**config.mk**
```make
export PLATFORM = sky130hd
export DESIGN_NAME = clock_time_keeper_flat
export DESIGN_NICKNAME = d
export VERILOG_FILES = /design/src/rtl/clock_time_keeper_pkg.sv /design/src/rtl/clock_time_keeper_if.sv /design/src/rtl/clock_time_keeper_bcd_pair_counter.sv /design/src/rtl/clock_time_keeper.sv /design/src/flat_wrapper.sv
export SDC_FILE = /design/constraint.sdc
export NUM_CORES = 1
export LEC_CHECK = 0
export ABC_CLOCK_PERIOD_IN_PS = 2300
export CORE_ASPECT_RATIO = 0.5
export CORE_MARGIN = 2
export CORE_UTILIZATION = 26
export CTS_CLUSTER_DIAMETER = 200
export DETAILED_ROUTE_END_ITERATION = 7
export GPL_ROUTABILITY_DRIVEN = 0
export PLACE_DENSITY = 0.42
export SETUP_SLACK_MARGIN = 0.4
export SYNTH_ARGS = -nofsm -noshare
export SYNTH_HDL_FRONTEND = slang
export SYNTH_SLANG_ARGS = --single-unit
```
**constraint.sdc**
```tcl
create_clock -name i_clk -period 2.3 [get_ports i_clk]
set_clock_uncertainty 0.1 [all_clocks]
set_input_delay 0.69 -clock i_clk [delete_from_list [all_inputs] [get_ports i_clk]]
set_output_delay 0.69 -clock i_clk [all_outputs]
set_load 0.03 [all_outputs]
```
**src/rtl/clock_time_keeper_pkg.sv**
```systemverilog
// Shared types and digit limits for the BCD time-of-day keeper.
package clock_pkg;

  typedef logic [3:0] bcd_digit_t;

  localparam bcd_digit_t SEC_MSB_MAX       = 4'd5;
  localparam bcd_digit_t MIN_MSB_MAX       = 4'd5;
  localparam bcd_digit_t HOUR_MSB_MAX      = 4'd2;
  localparam bcd_digit_t HOUR_LSB_MAX_AT_2 = 4'd3;
  localparam bcd_digit_t BCD_MAX           = 4'd9;

  typedef enum logic [1:0] {
    RF_CLEAN,
    RF_DIRTY,
    RF_STROBE,
    RF_STROBE_DIRTY
  } refresh_state_t;

  // Upper digit limit of a two-digit counter: 23 for hours, 59 otherwise.
  function automatic bcd_digit_t msb_limit(int modulus, bit is_seconds);
    if (modulus == 24) return HOUR_MSB_MAX;
    return is_seconds ? SEC_MSB_MAX : MIN_MSB_MAX;
  endfunction

  function automatic bcd_digit_t lsb_limit_at_top(int modulus);
    return (modulus == 24) ? HOUR_LSB_MAX_AT_2 : BCD_MAX;
  endfunction

endpackage

```
**src/rtl/clock_time_keeper_if.sv**
```systemverilog
// Control and display bundle between the time keeper, its set buttons and the 7-segment output stage.
interface clock_time_keeper_if;
  import clock_pkg::*;

  logic       i_en;
  logic       i_inc_hours_stb;
  logic       i_inc_minutes_stb;
  logic       i_busy;
  logic       o_refresh_stb;
  bcd_digit_t o_hours_msb;
  bcd_digit_t o_hours_lsb;
  bcd_digit_t o_minutes_msb;
  bcd_digit_t o_minutes_lsb;
  bcd_digit_t o_seconds_msb;
  bcd_digit_t o_seconds_lsb;
  logic       o_dp_colon;
  logic       o_sec_stb;

  modport slave (
    input  i_en, i_inc_hours_stb, i_inc_minutes_stb, i_busy,
    output o_refresh_stb, o_hours_msb, o_hours_lsb, o_minutes_msb, o_minutes_lsb,
           o_seconds_msb, o_seconds_lsb, o_dp_colon, o_sec_stb
  );

  modport master (
    output i_en, i_inc_hours_stb, i_inc_minutes_stb, i_busy,
    input  o_refresh_stb, o_hours_msb, o_hours_lsb, o_minutes_msb, o_minutes_lsb,
           o_seconds_msb, o_seconds_lsb, o_dp_colon, o_sec_stb
  );
endinterface

```
**src/rtl/clock_time_keeper_bcd_pair_counter.sv**
```systemverilog
// Two-digit BCD modulo counter (MODULUS 60 or 24); carry is combinational on the wrapping increment.
module bcd_pair_counter
  import clock_pkg::*;
#(
  parameter int MODULUS    = 60,
  parameter bit IS_SECONDS = 1'b0
) (
  input  logic       i_clk,
  input  logic       i_reset,
  input  logic       inc,
  input  logic       clear,
  output bcd_digit_t msb,
  output bcd_digit_t lsb,
  output logic       carry
);

  localparam bcd_digit_t MSB_TOP = msb_limit(MODULUS, IS_SECONDS);
  localparam bcd_digit_t LSB_TOP = lsb_limit_at_top(MODULUS);

  logic at_top;

  assign at_top = (msb == MSB_TOP) && (lsb == LSB_TOP);
  assign carry  = inc && !clear && at_top;

  always_ff @(posedge i_clk) begin
    if (i_reset || clear) begin
      msb <= '0;
      lsb <= '0;
    end else if (inc) begin
      if (at_top) begin
        msb <= '0;
        lsb <= '0;
      end else if (lsb == BCD_MAX) begin
        msb <= msb + 4'd1;
        lsb <= '0;
      end else begin
        lsb <= lsb + 4'd1;
      end
    end
  end

endmodule

```
**src/rtl/clock_time_keeper.sv**
```systemverilog
// BCD time-of-day keeper: 1 Hz prescaler, hh:mm:ss counters, colon blink and refresh strobe handshake.
//   state           | meaning
//   RF_CLEAN        | display matches time, nothing pending
//   RF_DIRTY        | change pending, waiting for output stage idle
//   RF_STROBE       | refresh strobe high this cycle, nothing else pending
//   RF_STROBE_DIRTY | refresh strobe high, another change arrived meanwhile
module clock_time_keeper
  import clock_pkg::*;
#(
  parameter int CLK_HZ = 50_000_000
) (
  input  logic                 i_clk,
  input  logic                 i_reset,
  clock_time_keeper_if.slave   bus
);

  localparam int              PW       = (CLK_HZ > 2) ? $clog2(CLK_HZ) : 1;
  localparam logic [PW-1:0]   HALF_CNT = PW'(CLK_HZ / 2 - 1);
  localparam logic [PW-1:0]   TICK_CNT = PW'(CLK_HZ - 1);

  logic [PW-1:0]  presc;
  logic           half_evt, tick_evt, tick_apply, set_any, change;
  logic           dp_colon, sec_stb;
  logic           sec_carry, min_carry, hours_carry_unused;
  bcd_digit_t     h_msb, h_lsb, m_msb, m_lsb, s_msb, s_lsb;
  refresh_state_t state_q, state_d;
  logic           dirty_cur, stb_cur, fire, dirty_nxt;

  assign half_evt   = bus.i_en && (presc == HALF_CNT);
  assign tick_evt   = bus.i_en && (presc == TICK_CNT);
  assign set_any    = bus.i_inc_hours_stb || bus.i_inc_minutes_stb;
  // A set strobe steals the tick; the prescaler still wraps so the second stays 1 s long.
  assign tick_apply = tick_evt && !set_any;
  assign change     = half_evt || tick_evt || set_any;

  always_ff @(posedge i_clk) begin
    if (i_reset) begin
      presc    <= '0;
      dp_colon <= 1'b1;
      sec_stb  <= 1'b0;
    end else begin
      sec_stb <= tick_apply;
      if (bus.i_inc_minutes_stb || tick_evt) begin
        presc    <= '0;
        dp_colon <= 1'b1;
      end else if (bus.i_en) begin
        presc <= presc + PW'(1);
        if (half_evt) dp_colon <= 1'b0;
      end
    end
  end

  bcd_pair_counter #(.MODULUS(60), .IS_SECONDS(1'b1)) u_seconds (
    .i_clk  (i_clk),
    .i_reset(i_reset),
    .inc    (tick_apply),
    .clear  (bus.i_inc_minutes_stb),
    .msb    (s_msb),
    .lsb    (s_lsb),
    .carry  (sec_carry)
  );

  bcd_pair_counter #(.MODULUS(60), .IS_SECONDS(1'b0)) u_minutes (
    .i_clk  (i_clk),
    .i_reset(i_reset),
    .inc    (sec_carry || bus.i_inc_minutes_stb),
    .clear  (1'b0),
    .msb    (m_msb),
    .lsb    (m_lsb),
    .carry  (min_carry)
  );

  // Manual minute set wraps 59->00 without touching hours.
  bcd_pair_counter #(.MODULUS(24), .IS_SECONDS(1'b0)) u_hours (
    .i_clk  (i_clk),
    .i_reset(i_reset),
    .inc    ((min_carry && !bus.i_inc_minutes_stb) || bus.i_inc_hours_stb),
    .clear  (1'b0),
    .msb    (h_msb),
    .lsb    (h_lsb),
    .carry  (hours_carry_unused)
  );

  always_ff @(posedge i_clk) begin
    if (i_reset) state_q <= RF_DIRTY;
    else         state_q <= state_d;
  end

  always_comb begin
    dirty_cur = (state_q == RF_DIRTY) || (state_q == RF_STROBE_DIRTY);
    stb_cur   = (state_q == RF_STROBE) || (state_q == RF_STROBE_DIRTY);
    fire      = dirty_cur && !bus.i_busy && !stb_cur;
    dirty_nxt = change || (dirty_cur && !fire);
    state_d   = RF_CLEAN;
    case ({fire, dirty_nxt})
      2'b00:   state_d = RF_CLEAN;
      2'b01:   state_d = RF_DIRTY;
      2'b10:   state_d = RF_STROBE;
      default: state_d = RF_STROBE_DIRTY;
    endcase
  end

  assign bus.o_refresh_stb = stb_cur;
  assign bus.o_dp_colon    = dp_colon;
  assign bus.o_sec_stb     = sec_stb;
  assign bus.o_hours_msb   = h_msb;
  assign bus.o_hours_lsb   = h_lsb;
  assign bus.o_minutes_msb = m_msb;
  assign bus.o_minutes_lsb = m_lsb;
  assign bus.o_seconds_msb = s_msb;
  assign bus.o_seconds_lsb = s_lsb;

endmodule

```
**src/flat_wrapper.sv**
```systemverilog
// flat-port wrapper written by rule: the top's interface ports become plain ports
module clock_time_keeper_flat import clock_pkg::*;
#(
  parameter int CLK_HZ = 50_000_000
)
  (i_clk, i_reset, bus_i_en, bus_i_inc_hours_stb, bus_i_inc_minutes_stb, bus_i_busy, bus_o_refresh_stb, bus_o_hours_msb, bus_o_hours_lsb, bus_o_minutes_msb, bus_o_minutes_lsb, bus_o_seconds_msb, bus_o_seconds_lsb, bus_o_dp_colon, bus_o_sec_stb);
  clock_time_keeper_if bus_i ();
  input  logic i_clk;
  input  logic i_reset;
  input wire logic [$bits(bus_i.i_en)-1:0] bus_i_en;
  input wire logic [$bits(bus_i.i_inc_hours_stb)-1:0] bus_i_inc_hours_stb;
  input wire logic [$bits(bus_i.i_inc_minutes_stb)-1:0] bus_i_inc_minutes_stb;
  input wire logic [$bits(bus_i.i_busy)-1:0] bus_i_busy;
  output wire logic [$bits(bus_i.o_refresh_stb)-1:0] bus_o_refresh_stb;
  output wire logic [$bits(bus_i.o_hours_msb)-1:0] bus_o_hours_msb;
  output wire logic [$bits(bus_i.o_hours_lsb)-1:0] bus_o_hours_lsb;
  output wire logic [$bits(bus_i.o_minutes_msb)-1:0] bus_o_minutes_msb;
  output wire logic [$bits(bus_i.o_minutes_lsb)-1:0] bus_o_minutes_lsb;
  output wire logic [$bits(bus_i.o_seconds_msb)-1:0] bus_o_seconds_msb;
  output wire logic [$bits(bus_i.o_seconds_lsb)-1:0] bus_o_seconds_lsb;
  output wire logic [$bits(bus_i.o_dp_colon)-1:0] bus_o_dp_colon;
  output wire logic [$bits(bus_i.o_sec_stb)-1:0] bus_o_sec_stb;
  assign bus_i.i_en = bus_i_en;
  assign bus_i.i_inc_hours_stb = bus_i_inc_hours_stb;
  assign bus_i.i_inc_minutes_stb = bus_i_inc_minutes_stb;
  assign bus_i.i_busy = bus_i_busy;
  assign bus_o_refresh_stb = bus_i.o_refresh_stb;
  assign bus_o_hours_msb = bus_i.o_hours_msb;
  assign bus_o_hours_lsb = bus_i.o_hours_lsb;
  assign bus_o_minutes_msb = bus_i.o_minutes_msb;
  assign bus_o_minutes_lsb = bus_i.o_minutes_lsb;
  assign bus_o_seconds_msb = bus_i.o_seconds_msb;
  assign bus_o_seconds_lsb = bus_i.o_seconds_lsb;
  assign bus_o_dp_colon = bus_i.o_dp_colon;
  assign bus_o_sec_stb = bus_i.o_sec_stb;
  clock_time_keeper #(.CLK_HZ(CLK_HZ)) u_core (.i_clk(i_clk), .i_reset(i_reset), .bus(bus_i));
endmodule
```
# Word level (Yosys, flattened, before mapping)
# Index checks and enable logic that the tools add are counted.
[word_totals] latchBits=0 input_bits=6 mem_bits_rw=0 mem_bits_ro=0 out_inout_bits=27 reg_bits=54 n_memories=0 word_cells=81
[op_classes] div=0 n_bitwise=0 shifts=0 n_addsub=7 mul=0 n_eq_ne=14 n_reduce_logical=37 muxes=13 n_lt_le_gt_ge=0
[ops] cell="4-bit two-way mux" n=12
[ops] cell="26-bit by 1-bit adder with 26-bit output, second input constant" n=1
[ops] cell="26-bit by 25-bit == test with 1-bit output, second input constant" n=1
[ops] cell="26-bit == test, second input constant" n=1
[ops] cell="4-bit by 1-bit adder with 4-bit output, second input constant" n=6
[ops] cell="1-bit logical AND" n=13
[ops] cell="4-bit == test, second input constant" n=3
[ops] cell="1-bit logical OR" n=10
[ops] cell="4-bit by 2-bit == test with 1-bit output, second input constant" n=2
[ops] cell="4-bit by 3-bit == test with 1-bit output, second input constant" n=2
[ops] cell="2-bit AND reduction" n=4
[ops] cell="2-bit == test, second input constant" n=3
[ops] cell="2-bit case mux with 3 select lines" n=1
[ops] cell="2-bit nonzero test" n=3
[ops] cell="1-bit logical NOT" n=5
[ops] cell="2-bit by 1-bit == test with 1-bit output, second input constant" n=2
[ops] cell="2-bit logical NOT" n=1
[ops] cell="2-bit OR reduction" n=1

# Logic depth before layout (Yosys ltp)
[logic_depth] word_depth=10 ltp_mapped=8 mapped_depth_nobuf=7

# By module
# A second synthesis with hierarchy kept.
[hier_totals] hier_cells=311 area_unflattened_um2=2763.9
[modules_own_cells] module="clock_time_keeper" cells_per_inst=172 instances=1 seq_area_each_um2=600.6 area_each_um2=1460.2
[modules_own_cells] module="bcd_pair_counter (u_core.u_minutes ...)" cells_per_inst=44 instances=2 seq_area_each_um2=160.2 area_each_um2=429.2
[modules_own_cells] module="bcd_pair_counter (u_core.u_hours)" cells_per_inst=51 instances=1 seq_area_each_um2=160.2 area_each_um2=445.4

# Worst setup path after synthesis
# OpenSTA, ideal clock, no wires.
[synth_timing] kind="register to register" start="reg u_core.u_minutes.msb[0]" end="reg u_core.u_hours.msb[3]" setup_ns=0.070 t_arrival_ns=2.280 slack_ns=-0.151 required_time_ns=2.130 path_stages_with_launch=7 n_path_buf=0 period_less_slack_ns=2.451 path_cell_list="dfxtp_1 > ha_1 > or4bb_1 > nor4_1 > a41oi_2 > or4_1 > a21oi_1"
[synth_between] elab_chain_len=6
[synth_lines] element="from (decl)" line_no="clock_time_keeper_bcd_pair_counter.sv:12" source="output bcd_digit_t msb,"
[synth_lines] element="from (signal assigned)" line_no="clock_time_keeper_bcd_pair_counter.sv:34" source="msb <= msb + 4'd1;"
[synth_lines] element="4-bit by 3-bit == test with 1-bit output" line_no="clock_time_keeper_bcd_pair_counter.sv:22" source="assign at_top = (msb == MSB_TOP) && (lsb == LSB_TOP);"
[synth_lines] element="1-bit logical AND" line_no="clock_time_keeper_bcd_pair_counter.sv:22"
[synth_lines] element="1-bit logical AND" line_no="clock_time_keeper_bcd_pair_counter.sv:23" source="assign carry = inc && !clear && at_top;"
[synth_lines] element="1-bit logical AND" line_no="clock_time_keeper.sv:77" source=".inc ((min_carry && !bus.i_inc_minutes_stb) || bus.i_inc_hours_stb),"
[synth_lines] element="1-bit logical OR" line_no="clock_time_keeper.sv:77"
[synth_lines] element="2-bit AND reduction (no source line)"
[synth_lines] element="to (signal assigned)" line_no="clock_time_keeper_bcd_pair_counter.sv:34"
[synth_lines] element="to (decl)" line_no="clock_time_keeper_bcd_pair_counter.sv:12"
# Every way passes these cells.
# A chain may end at the register's enable or synchronous reset.

# Worst setup path in the final report
[layout_timing] start="in bus_i_inc_minutes_stb" end="reg u_core.u_hours.lsb[2]"
[layout_between] elab_chain_len=9 elab_cells_between_ends=10 classes_between="reduce/logical (10)"
[layout_lines] element="from (decl)" line_no="flat_wrapper.sv:12" source="input wire logic [$bits(bus_i.i_inc_minutes_stb)-1:0] bus_i_inc_minutes_stb;"
[layout_lines] element="1-bit logical OR" line_no="clock_time_keeper.sv:31" source="assign set_any = bus.i_inc_hours_stb || bus.i_inc_minutes_stb;"
[layout_lines] element="1-bit logical NOT" line_no="clock_time_keeper.sv:33" source="assign tick_apply = tick_evt && !set_any;"
[layout_lines] element="1-bit logical AND" line_no="clock_time_keeper.sv:33"
[layout_lines] element="1-bit logical AND (2 in a row)" line_no="clock_time_keeper_bcd_pair_counter.sv:23"
[layout_lines] element="1-bit logical OR" line_no="clock_time_keeper.sv:66" source=".inc (sec_carry || bus.i_inc_minutes_stb),"
[layout_lines] element="1-bit logical AND" line_no="clock_time_keeper_bcd_pair_counter.sv:23"
[layout_lines] element="1-bit logical AND *" line_no="clock_time_keeper.sv:77"
[layout_lines] element="1-bit logical OR *" line_no="clock_time_keeper.sv:77"
[layout_lines] element="to (signal assigned)" line_no="clock_time_keeper_bcd_pair_counter.sv:37" source="lsb <= lsb + 4'd1;"
[layout_lines] element="to (decl)" line_no="clock_time_keeper_bcd_pair_counter.sv:13" source="output bcd_digit_t lsb,"
# Mark *: on every way between the ends. The rest lies on a longest branch, timed or not.

==> impl_metrics.json <==
{
  "dpl_worst_slack_ns": -0.711,
  "rsz0062_at_grt": "true",
  "yosysSeqAreaShare": 0.385,
  "top_level_ports": 33,
  "clock_latency_ns": 0.29,
  "layout_setup_ws_ns": 0.0253,
  "hold_buffers": 0,
  "p_leak_nw": 1.59,
  "crit_required_ns": 2.43,
  "finalMaxSlewViolations": 0,
  "n_antenna_cell": 0,
  "outcome": "complete, no violations",
  "ys_async_sr_fraction": 0,
  "synth_area_leaders": "dfxtp_1, nor2_1, xor2_1",
  "synth_top_area_share": 0.385,
  "layout_commonest_cell": "buf_4",
  "grt_usage": 0.131,
  "dr.first_iter.drc_count": 111,
  "cts_buffers": 5,
  "grt_pass1_vias": 2503,
  "htree_levels": 2,
  "crit_path_start": "bus_i_inc_minutes_stb",
  "r2r_start": "u_core.presc[10]",
  "critPathArrivalTime_ns": 2.40,
  "drtAntennaViolNets": 0,
  "r2r-end": "u_core.u_minutes.msb[3]",
  "ys_ff_latch": 54,
  "period_minus_slack_ns": 2.27,
  "area_delta_synth_final_pct": 62.7,
  "fmax_mhz": 440,
  "slew_headroom": 0.637,
  "initial_utilization": 0.271,
  "final_nets": 442,
  "end_kind": "register",
  "num_rows": 26,
  "yosys_warnings": 0,
  "min_from": "u_core.state_q[1]",
  "final_cell_mix": "buf_4, dfxtp_1, nor2_4",
  "synth.distinct_cells": 59,
  "grt_overflow": 0,
  "fillers": 1031,
  "drive_gt1_frac": 0.466,
  "core_um2": 10300,
  "clockBufferDepth": 2,
  "setup-tns-final_ns": 0,
  "slowest_delay_ns": 0.55,
  "wire_per_inst_um": 14.0,
  "whs_ns": 0.347,
  "cts_tree": "done",
  "tightestPinTransition_ns": 0.543,
  "path_cells": "buf_6 > or4bb_4 > nor4_4 > a41oi_4 > or4b_4 > a21oi_2",
  "reg2reg_depth": 7,
  "design.die.area_um2": 11700,
  "cp-start-kind": "primary input",
  "drc": 0,
  "wl_um": 7950,
  "firstDrtPassIters": 4,
  "clock_sinks": 54,
  "grt_max_degree": 20,
  "synth_area_um2": 2810,
  "vias": 2812,
  "critical_path_class": "in -> reg",
  "syn-num-nets": 337,
  "path_max_fanout": 6,
  "clk_root_buffer_cell": "clkbuf_16",
  "crit_path_top_delay_cell": "or4b_4",
  "port_buffers": 32,
  "viasPerCell": 4.96,
  "synth_enable_flop_cells": 0,
  "syn_avg_cell_area_um2": 8.71,
  "synth-main-ff-cell": "dfxtp_1",
  "hold_viol": 0,
  "finalSetupViolations": 0,
  "dieHeight_um": 77.5,
  "r2r_slack_ns": 0.08,
  "hold_depth": 1,
  "period_share": 0.989,
  "hold_path_class": "reg -> reg",
  "powerDensity_nw_per_um2": 409,
  "netlist_instances": 322,
  "ir_drop_uv": 335,
  "max-cap-violations": 0,
  "grt_pass1_wl_um": 12400,
  "synth_top_cell_by_area": "dfxtp_1",
  "hpwlAfterDp_um": 5510,
  "crit_end": "u_core.u_hours.lsb[2]",
  "antenna_found_initial": 0,
  "die_w_um": 151,
  "path_clk_slew_ns": 0.07
}
==> critical path, delay by kind of cell <==
| kind | cells | cell delay, ns |
|---|---|---|
| and+or+nand+nor | 3 | 1.28 |
| AOI/OAI and AO/OA | 2 | 0.33 |
| buffers and inverters | 1 | 0.09 |
==> layer usage <==
metal / wire [µm] / track usage
met4: 61 / 0.0308
met2: 3790 / 0.206
met5: 0 / 0
met3: 212 / 0.0300
met1: 3890 / 0.182
==> report_power, final <==
group	switching, W	total (W)	internal [W]
Combinational	0.0000989	0.000189	0.0000897
Clock	0.000329	0.000729	0.000400
Sequential	0.00000736	0.000950	0.000943
Total	0.000436	0.00187	0.00143
==> state kept, by name (all words and copies together), names as in the netlist, 2 cells and up <==
signal and cells:
u_core.presc 26, u_core.u_hours.lsb 4, u_core.u_hours.msb 4, u_core.u_minutes.lsb 4, u_core.u_minutes.msb 4, u_core.u_seconds.lsb 4
u_core.u_seconds.msb 4, u_core.state_q 2
==> per-stage QoR <==
step           power [W]   util  instances  area (µm²)
2_1_floorplan    0.00105      -        322        2860
3_3_place_gp     0.00111  0.357        540        3700
3_5_place_dp     0.00111  0.357        540        3700
4_1_cts          0.00185  0.386        553        3990
5_1_grt          0.00196  0.441        567        4560
6_report         0.00187  0.441        567        4560
==> area by class of cell <==
type / count / area (µm²) / area share
Clock buffer: 7 / 133 / 0.0291
Sequential cell: 54 / 1100 / 0.242
Inverter: 10 / 37.5 / 0.00822
Tap cell: 140 / 175 / 0.0384
Timing Repair Buffer: 108 / 992 / 0.217
Multi-Input combinational cell: 248 / 2120 / 0.465
==> synth_stat cells, types with 2 or more instances <==
cell,count
or3_1,8
nor2b_1,2
nand4_1,16
inv_1,10
nor4b_1,2
nand2_1,20
a31oi_1,3
or3b_1,3
o21a_1,3
nand4bb_1,3
and4_1,2
and2_1,2
o31a_1,2
nand3b_1,3
a21oi_1,19
ha_1,9
nand4b_1,2
dfxtp_1,54
nor2_1,37
xnor2_1,10
o31ai_1,3
o21ai_0,16
and3b_1,3
buf_2,3
and3_1,4
clkbuf_1,5
xor2_1,14
nor3_1,6
nor4bb_1,2
mux2i_1,3
or4_1,7
nand3_1,12
nor4_1,8
==> what timing repair did <==
| action | in CTS | in global routing |
|---|---|---|
| pin swaps | 13 | 36 |
| cloned | 0 | 1 |
| setup endpoints to repair | 80 | 63 |
| setup buffers | 6 | 13 |
| resized for setup | 92 | 138 |
==> worst min-delay path by stage <==
stage / endpoint / slack, ns
after floorplan: u_core.state_q[1] / 0.31
after global placement: u_core.state_q[1] / 0.33
after global routing: u_core.bus.o_dp_colon / 0.38
after detailed placement: u_core.bus.o_dp_colon / 0.35
final: u_core.state_q[1] / 0.35
after CTS: u_core.state_q[1] / 0.35
==> logic make-up after synthesis <==
| kind of cell | Yosys count | share of synthesized area |
|---|---|---|
| xor+xnor | 24 | 0.0749 |
| flops | 54 | 0.385 |
| fa+ha+maj | 9 | 0.0401 |
| compound gates | 58 | 0.130 |
| buf+inv | 20 | 0.0312 |
| simple gates | 154 | 0.327 |
| mux | 3 | 0.0107 |
No activity file was read; power rests on OpenSTA's default activity.
